--- src/rtl/cla_pkg.sv ---
// ----------------------------------------------------------------------------
// cla_pkg -- shared types and constants for the sequential borrow-lookahead
// subtractor (cla_sub_seq).
//   state_t  : FSM encoding (IDLE / RUN / DONE)
//   NIB_W    : bits handled per RUN cycle
//   nib_cnt  : number of nibbles (RUN cycles) for a given operand width
// ----------------------------------------------------------------------------
package cla_pkg;

    localparam int NIB_W = 4;

    typedef enum logic [1:0] {
        IDLE = 2'd0,
        RUN  = 2'd1,
        DONE = 2'd2
    } state_t;

    function automatic int nib_cnt(input int width);
        return width / NIB_W;
    endfunction

endpackage

--- src/rtl/blu_nibble.sv ---
// ----------------------------------------------------------------------------
// blu_nibble -- combinational 4-bit borrow-lookahead subtract unit.
//   a[3:0]  : minuend nibble
//   b[3:0]  : subtrahend nibble
//   bi      : borrow into bit 0
//   d[3:0]  : a - b - bi (mod 16)
//   bo      : borrow out of bit 3
// Per bit: generate g = ~a & b (borrow created), propagate p = ~(a ^ b)
// (incoming borrow passes through). Every internal borrow is a flat
// sum-of-products of g/p/bi, so no borrow waits on its neighbour.
// ----------------------------------------------------------------------------
module blu_nibble (
    input  logic [3:0] a,
    input  logic [3:0] b,
    input  logic       bi,
    output logic [3:0] d,
    output logic       bo
);

    logic [3:0] g;
    logic [3:0] p;
    logic [3:0] c;   // borrow into each bit

    assign g = ~a & b;
    assign p = ~(a ^ b);

    assign c[0] = bi;
    assign c[1] = g[0]
                | (p[0] & bi);
    assign c[2] = g[1]
                | (p[1] & g[0])
                | (p[1] & p[0] & bi);
    assign c[3] = g[2]
                | (p[2] & g[1])
                | (p[2] & p[1] & g[0])
                | (p[2] & p[1] & p[0] & bi);
    assign bo   = g[3]
                | (p[3] & g[2])
                | (p[3] & p[2] & g[1])
                | (p[3] & p[2] & p[1] & g[0])
                | (p[3] & p[2] & p[1] & p[0] & bi);

    assign d = a ^ b ^ c;

endmodule

--- src/rtl/cla_sub_seq.sv ---
// ----------------------------------------------------------------------------
// cla_sub_seq -- sequential subtractor: diff = A - B - bIn, one nibble per
// cycle through a borrow-lookahead nibble unit, LSB nibble first.
//
// Ports
//   clk        : clock, rising edge
//   rst_n      : synchronous active-low reset
//   in_valid   : operands present          in_ready : accepting (IDLE only)
//   A, B       : WIDTH-bit unsigned minuend / subtrahend
//   bIn        : borrow-in
//   out_valid  : result present (DONE)     out_ready: consumer takes result
//   diff       : A - B - bIn mod 2^WIDTH
//   bOut       : borrow out of MSB (A < B + bIn)
//   ovf        : signed overflow, only when CLA_SUB_OVF_EN is defined
//
// Latency is WIDTH/4 cycles from the accepting edge to out_valid. diff is
// rewritten nibble by nibble in RUN and otherwise keeps its last value.
// ----------------------------------------------------------------------------
module cla_sub_seq
    import cla_pkg::*;
#(
    parameter int WIDTH = 16
) (
    input  logic             clk,
    input  logic             rst_n,
    input  logic             in_valid,
    output logic             in_ready,
    input  logic [WIDTH-1:0] A,
    input  logic [WIDTH-1:0] B,
    input  logic             bIn,
    output logic             out_valid,
    input  logic             out_ready,
    output logic [WIDTH-1:0] diff,
    output logic             bOut
`ifdef CLA_SUB_OVF_EN
    ,
    output logic             ovf
`endif
);

    localparam int NIBS  = nib_cnt(WIDTH);
    localparam int IDX_W = $clog2(NIBS);

    if ((WIDTH % NIB_W) != 0 || WIDTH < 8) begin : g_bad_width
        $error("cla_sub_seq: WIDTH must be a multiple of 4 and >= 8");
    end

    state_t             state;
    logic [WIDTH-1:0]   a_q;
    logic [WIDTH-1:0]   b_q;
    logic               brw_q;    // borrow carried between nibbles
    logic [IDX_W-1:0]   idx;

    logic [NIB_W-1:0]   nib_a;
    logic [NIB_W-1:0]   nib_b;
    logic [NIB_W-1:0]   nib_d;
    logic               nib_bo;
    logic               last;

    assign nib_a = a_q[idx*NIB_W +: NIB_W];
    assign nib_b = b_q[idx*NIB_W +: NIB_W];
    assign last  = (idx == IDX_W'(NIBS - 1));

    // in_ready is gated by rst_n so it drops in the same cycle reset asserts.
    assign in_ready = (state == IDLE) && rst_n;

    blu_nibble u_blu (
        .a  (nib_a),
        .b  (nib_b),
        .bi (brw_q),
        .d  (nib_d),
        .bo (nib_bo)
    );

    always_ff @(posedge clk) begin
        if (!rst_n) begin
            state     <= IDLE;
            out_valid <= 1'b0;
            diff      <= '0;
            bOut      <= 1'b0;
            idx       <= '0;
            a_q       <= '0;
            b_q       <= '0;
            brw_q     <= 1'b0;
`ifdef CLA_SUB_OVF_EN
            ovf       <= 1'b0;
`endif
        end else begin
            case (state)
                IDLE: begin
                    if (in_valid && in_ready) begin
                        a_q   <= A;
                        b_q   <= B;
                        brw_q <= bIn;
                        idx   <= '0;
                        state <= RUN;
                    end
                end
                RUN: begin
                    diff[idx*NIB_W +: NIB_W] <= nib_d;
                    brw_q                    <= nib_bo;
                    if (last) begin
                        state     <= DONE;
                        out_valid <= 1'b1;
                        bOut      <= nib_bo;
`ifdef CLA_SUB_OVF_EN
                        // operand signs differ and result sign left A's sign
                        ovf       <= (a_q[WIDTH-1] ^ b_q[WIDTH-1]) &
                                     (nib_d[NIB_W-1] ^ a_q[WIDTH-1]);
`endif
                    end else begin
                        idx <= idx + 1'b1;
                    end
                end
                DONE: begin
                    if (out_ready) begin
                        out_valid <= 1'b0;
                        state     <= IDLE;
                    end
                end
                default: state <= IDLE;
            endcase
        end
    end

endmodule

--- config.mk ---
export PLATFORM = sky130hd
export DESIGN_NAME = cla_sub_seq
export DESIGN_NICKNAME = d
export VERILOG_FILES = /design/src/rtl/cla_pkg.sv /design/src/rtl/blu_nibble.sv /design/src/rtl/cla_sub_seq.sv
export SDC_FILE = /design/constraint.sdc
export NUM_CORES = 1
export LEC_CHECK = 0
export ABC_AREA = 1
export ABC_CLOCK_PERIOD_IN_PS = 2300
export CELL_PAD_IN_SITES_DETAIL_PLACEMENT = 2
export CELL_PAD_IN_SITES_GLOBAL_PLACEMENT = 2
export CORE_MARGIN = 2
export CORE_UTILIZATION = 25
export DETAILED_ROUTE_END_ITERATION = 10
export PLACE_DENSITY_LB_ADDON = 0.3
export SYNTH_ARGS = -nofsm -noshare
export SYNTH_HDL_FRONTEND = slang
export SYNTH_SLANG_ARGS = --single-unit
--- constraint.sdc ---
create_clock -name clk -period 2.3 [get_ports clk]
set_clock_uncertainty 0.2 [all_clocks]
set_input_delay 0.46 -clock clk [delete_from_list [all_inputs] [get_ports clk]]
set_output_delay 0.46 -clock clk [all_outputs]
set_load 0.01 [all_outputs]
==> results_dict.tcl, run 1 <==
set metrics [dict create \
    synth_top_area_share_pct 43.03 \
    antenna-diode-count 0 \
    ant_nets 0 \
    grt_pass1_vias 2697 \
    max_stage_delay_ns 0.39 \
    synth_fp_nets 388 \
    htree_levels 2 \
    hold_start "a_q[2]" \
    fin_ws_ns -0.02247 \
    reg2reg_to "diff[5]" \
    hold_violations 0 \
    cts.reportedPaths.clkPinSlew_ns 0.10 \
    place_congestion 0.7804 \
    grt_overflow 0 \
    numCtsBuffers 5 \
    whs_ns 0.2621 \
    final_util_pct 38.06 \
    slew_headroom_pct 75.34 \
    async_reset_ff_share_pct 0 \
    clockRootBuffer "clkbuf_8" \
    yosysTopAreaCell "dfxtp_1" \
    most-common-layout-cells "nand2_1 (79), clkdlybuf4s50_1 (54), dfxtp_1 (53)" \
    ys_ff_latch 55 \
    initial_core_util_pct 25.94 \
    cts_sinks 55 \
    grt_pass1_wl_um 13200 \
    tns_ns -0.03495 \
    vdd_drop_max_v 0.0002729 \
    grt_max_degree 35 \
    io-pin-count 56 \
    hold_path_class "flip-flop to flip-flop" \
    worst_slew_pin_slew_ns 0.3693 \
    critPathRequiredTime_ns 2.36 \
    cp_cell_sequence "clkinvlp_4 -> buf_4 -> a32oi_2 -> inv_1 -> fa_2 -> xor2_2 -> nand2_1 -> nor2_2 -> a22oi_1 -> nor2_1" \
    rsz0062_at_grt "true" \
    yosys_warnings 0 \
    area_growth_syn_to_layout_pct 46.75 \
    setup_viol 2 \
    synth_edf_count 0 \
    period_minus_slack_ns 2.322 \
    crit_path_end_kind "flip-flop" \
    reg2reg_depth 10 \
    whs_path_depth 2 \
    synth_cell_types 32 \
    holdPathEnd "a_q[2]" \
    io_buffer_count 55 \
    cp_slowest_cell "dfxtp_4" \
    cts_max_path_buffers 2 \
    route.vias.total 2531 \
    reg2reg_slack_ns -0.02 \
    antenna_found_initial 0 \
    outcome "complete, but fails checks" \
    drv_cap 0 \
    cts_tree "built" \
    finalPower_w 0.002312 \
    crit_fanout 5 \
    ys.flop_type "dfxtp_1" \
    syn_avg_cell_area_um2 7.526 \
    clk_latency_ns 0.31 \
    violations "negative setup slack" \
    grtUsageTotal_pct 14.86 \
    netlist_area_mm2 0.002559 \
    die-area_mm2 0.01106 \
    final_max_slew_viol_count 0 \
    leakage_nw 1.501 \
    vias_per_cell 4.619 \
    layout-drive-gt1-share_pct 23.86 \
    critical_path.startpoint_type "flip-flop" \
    drc 0 \
    final.period_utilization_pct 101.0 \
    wl_per_cell_um 15.17 \
    drt_iter0_markers 54 \
    power_density_mw_per_mm2 615.8 \
    core_area_mm2 0.009864 \
    fp.dieW_um 105.2 \
    nets 462 \
    final_common_cell "nand2_1" \
    ys_seq_area_share_pct 43.03 \
    crit_arrival_ns 2.38 \
    synthCells 340 \
    die_h_um 105.2 \
    dp_hpwl_um 5650 \
    synth_area_leaders "dfxtp_1 (43%), nand2_1 (13%), a21oi_1 (6.8%)" \
    max_freq_ghz 0.4306 \
    crit_type "flip-flop to flip-flop" \
    firstDrtPassIters 4 \
    drt_wl_total_um 8311 \
    rr_startpoint "idx[1]" \
    std_cell_rows 36 \
]
==> cell type report <==
cell class | instances | area, µm²
flip-flops and latches | 55 | 1109
clock buffers | 8 | 100.1
inverters | 30 | 120.1
repair inverters | 1 | 7.507
multi-input cells | 238 | 1469
fillers | 1112 | 6110
repair buffers | 83 | 783.3
well taps | 133 | 166.4
==> registers in the layout (all words and copies together) (netlist names) <==
| name | cells |
|---|---|
| a_q | 16 |
| out_valid | 1 |
| state | 2 |
| diff | 16 |
| brw_q | 1 |
| bOut | 1 |
| b_q | 16 |
| idx | 2 |
==> critical path, delay by kind of cell (launching register included) <==
kind | cells | cell delay (ns)
flops | 1 | 0.39
compound gates | 2 | 0.33
fa+ha+maj | 1 | 0.39
buf+inv | 3 | 0.39
simple gates | 3 | 0.35
xor+xnor | 1 | 0.22
==> repair_timing <==
item / 4_1_cts / 5_1_grt
gates resized for setup: 7 / 65
pin swaps: 0 / 16
endpoints found under the setup margin: 16 / 18
setup buffers: 5 / 3
hold buffers: 0 / 0
gates cloned: 0 / 1
==> kinds of logic after synthesis <==
family / synth area share [%]
AOI/OAI and AO/OA: 14.47
xor gates and xnor gates: 0.3424
adders and majority gates: 5.672
buffers and inverters: 7.970
DFF: 43.03
and+or+nand+nor: 28.51
==> per-stage QoR <==
stage,setup slack (ns),instance area [µm²],std cells
after CTS,-0.01744,3505,544
after detailed placement,-0.1043,3347,531
after global placement,-0.08930,3347,531
after global routing,-0.1603,3755,548
after floorplan,0.05753,2561,340
final,-0.02247,3755,548
==> routing by layer <==
layer | vias up | track usage, % | part of all wire, %
li1 | 1258 | - | -
met1 | 1217 | 18.17 | 43
met2 | 44 | 26.62 | 52
met3 | 12 | 2.495 | 3.1
met4 | 0 | 4.286 | 1.9
met5 | - | 0 | 0
==> cell usage after synthesis, types with 2 or more instances <==
cell,number
o22ai_1,3
inv_1,23
nor2_1,17
clkbuf_1,6
nand2_1,91
a22oi_1,3
o21ai_1,2
nand2_4,3
nand3_1,33
a21oi_1,35
nand2_2,2
buf_4,3
dfxtp_1,55
nand4_1,4
ha_1,10
inv_2,6
a32oi_1,2
buf_2,7
o21ai_0,22
==> worst max path at each step <==
stage / from / to / slack, ns / cells after the start
final: idx[1] / diff[5] / -0.02 / 10
after global routing: idx[1] / diff[5] / -0.16 / 11
after CTS: idx[0] / diff[7] / -0.02 / 14
after detailed placement: rst_n / in_ready / -0.10 / 4
after global placement: rst_n / in_ready / -0.09 / 4
after floorplan: idx[0] / diff[15] / 0.06 / 12
==> power breakdown <==
part	switching (W)	internal, W
clock	0.000323	0.000276
sequential	0.0000331	0.00101
combinational	0.000371	0.000305
total	0.000726	0.00159
No activity file was read; power rests on OpenSTA's default activity.
==> run 2: changes to the inputs <==
--- a/config.mk
+++ b/config.mk
@@ -11,6 +11,7 @@
 export CELL_PAD_IN_SITES_GLOBAL_PLACEMENT = 2
 export CORE_MARGIN = 2
 export CORE_UTILIZATION = 25
+export CTS_BUF_LIST = sky130_fd_sc_hd__clkbuf_4 sky130_fd_sc_hd__clkbuf_8 sky130_fd_sc_hd__clkbuf_16
 export DETAILED_ROUTE_END_ITERATION = 10
 export PLACE_DENSITY_LB_ADDON = 0.3
 export SYNTH_ARGS = -nofsm -noshare
==> run 2 against run 1 <==
  * Via count is 0.20% higher
  * The run still ends with negative setup slack left
  * Sequential share of layout area hardly changed
  * Routed wire length is 2.2% higher
  * Final cell count is 0.36% higher
  * Sequential power hardly changed
  * Combinational power is 3.4% lower
  * Worst setup slack worse by 0.046 ns
  * Die area stayed put
  * Count of clock-buffer cells in the layout stayed put
  * Critical endpoint is now diff[8]
==> results_dict.tcl, run 2 (same netlist as run 1, synthesis figures left out) <==
set metrics [dict create \
    fillers 1122 \
    route.vias.total 2536 \
    leakage_nw 1.513 \
    grtUsageMet1_pct 18.06 \
    antenna-diode-count 0 \
    grt_max_degree 35 \
    final_common_cell "nand2_1" \
    hold_path_class "flip-flop to flip-flop" \
    die_h_um 105.2 \
    drv_cap 0 \
    fin_cells 550 \
    clockRootBuffer "clkbuf_8" \
    ant_nets 0 \
    firstDrtPassIters 4 \
    crit_type "flip-flop to flip-flop" \
    max_stage_delay_ns 0.43 \
    drt_iter0_markers 62 \
    fin_ws_ns -0.06896 \
    grt_pass1_vias 2709 \
    cts.reportedPaths.clkPinSlew_ns 0.10 \
    grt_overflow 0 \
    power_density_mw_per_mm2 611.9 \
    crit_arrival_ns 2.42 \
    hold_violations 0 \
    io_buffer_count 55 \
    slew_headroom_pct 74.96 \
    initial_core_util_pct 25.94 \
    vdd_drop_max_v 0.0002854 \
    grt_pass1_wl_um 13210 \
    cts_sinks 55 \
    met2_usage_pct 26.76 \
    multi_input_area_mm2 0.001440 \
    max_freq_ghz 0.4221 \
    io-pin-count 56 \
    cts_max_path_buffers 2 \
    antenna_found_initial 0 \
    core_area_mm2 0.009864 \
    use_met3_pct 2.433 \
    grtUsageTotal_pct 14.82 \
    cp_slowest_cell "ha_1" \
    whs_ns 0.2595 \
    drt_wl_total_um 8494 \
    die-area_mm2 0.01106 \
    vias_per_cell 4.611 \
    final.period_utilization_pct 103.0 \
    most-common-layout-cells "nand2_1 (81), clkdlybuf4s50_1 (54), dfxtp_1 (53)" \
    setup_viol 10 \
    clk_latency_ns 0.31 \
    violations "negative setup slack" \
    globalRoute.busiestLayer "met2" \
    pre_cts_slack_ns -0.1043 \
    rsz0062_at_grt "true" \
    crit_top_cell "buf_4" \
    wl_per_cell_um 15.44 \
    place_congestion 0.7804 \
    drc 0 \
    layout-drive-gt1-share_pct 23.50 \
    numCtsBuffers 5 \
    nets 464 \
    crit_path_end_kind "flip-flop" \
    seq_area_mm2 0.001109 \
    period_minus_slack_ns 2.369 \
    place_inst 531 \
    outcome "complete, but fails checks" \
    cp_cell_sequence "buf_4 -> clkinvlp_2 -> buf_4 -> ha_1 -> inv_1 -> nor3_4 -> nand3_1 -> a21oi_1" \
    critPathRequiredTime_ns 2.36 \
    std_cell_rows 36 \
    final_max_slew_viol_count 0 \
    reg.largest.list "a_q (16), b_q (16), diff (16)" \
    cts_hold_buffers 0 \
    critical_path.startpoint_type "flip-flop" \
    worst_slew_pin_slew_ns 0.3750 \
    htree_levels 2 \
    critPathBufInv 4 \
    cts_tree "built" \
    crit_fanout 7 \
    area_growth_syn_to_layout_pct 46.70 \
    dp_hpwl_um 5650 \
    fp.dieW_um 105.2 \
    cp_top_family "buffers and inverters" \
]
==> run 2: cell count changes in the layout (fill, tap and decap cells not counted), sizes merged <==
cell / delta
buf: +1
clkbuf: +1
==> run 2: where the power goes <==
part | internal, W | switching (W) | leakage (nW)
registers | 0.00101 | 0.0000347 | 0.452
logic | 0.000296 | 0.000356 | 1.01
clock network | 0.000288 | 0.000318 | 0.0549
==> run 2: layer usage <==
metal | routed length (µm) | vias up
met5 | 0 | -
met4 | 107 | 0
met3 | 203 | 8
met2 | 4435 | 41
met1 | 3748 | 1231
li1 | - | 1256
==> run 2: through the flow <==
step                instance area, µm²  total power [W]  utilization [%]  setup TNS, ns
floorplan                         2561         0.001325                -              0
global placement                  3347         0.001551            33.93        -0.1249
detailed placement                3347         0.001573            33.93        -0.6789
CTS                               3506         0.002212            35.54       -0.02993
global route                      3754         0.002418            38.05         -2.729
finish                            3754         0.002297            38.05        -0.2834
==> run 2: worst reg2reg max path: cells and delay by family, from the launching register on <==
| family | cells | cell delay, ns |
|---|---|---|
| buffers and inverters | 4 | 0.65 |
| and+or+nand+nor | 2 | 0.47 |
| AOI/OAI and AO/OA | 1 | 0.15 |
| DFF | 1 | 0.41 |
| adders and majority gates | 1 | 0.43 |
==> run 2: worst paths after layout <==
kind,from,to,slack (ns),cells after the start
setup / recovery,idx[0],diff[8],-0.07,8
hold reg to reg,a_q[3],a_q[3],0.26,2
setup reg to reg,idx[0],diff[8],-0.07,8
hold / removal,a_q[3],a_q[3],0.26,2
==> run 2: layout make-up <==
type,count,area share [%]
multi-input combinational,238,38.37
sequential,55,29.53
timing repair buffer,85,21.57
tap,133,4.433
inverter,30,3.200
clock buffer,8,2.767
timing repair inverter,1,0.1333
==> run 2: repair_timing <==
action / 4_1_cts / 5_1_grt
resized for setup: 6 / 54
endpoints found under the setup margin: 16 / 18
cloned: 0 / 2
setup buffers: 5 / 4
pin swaps: 0 / 10
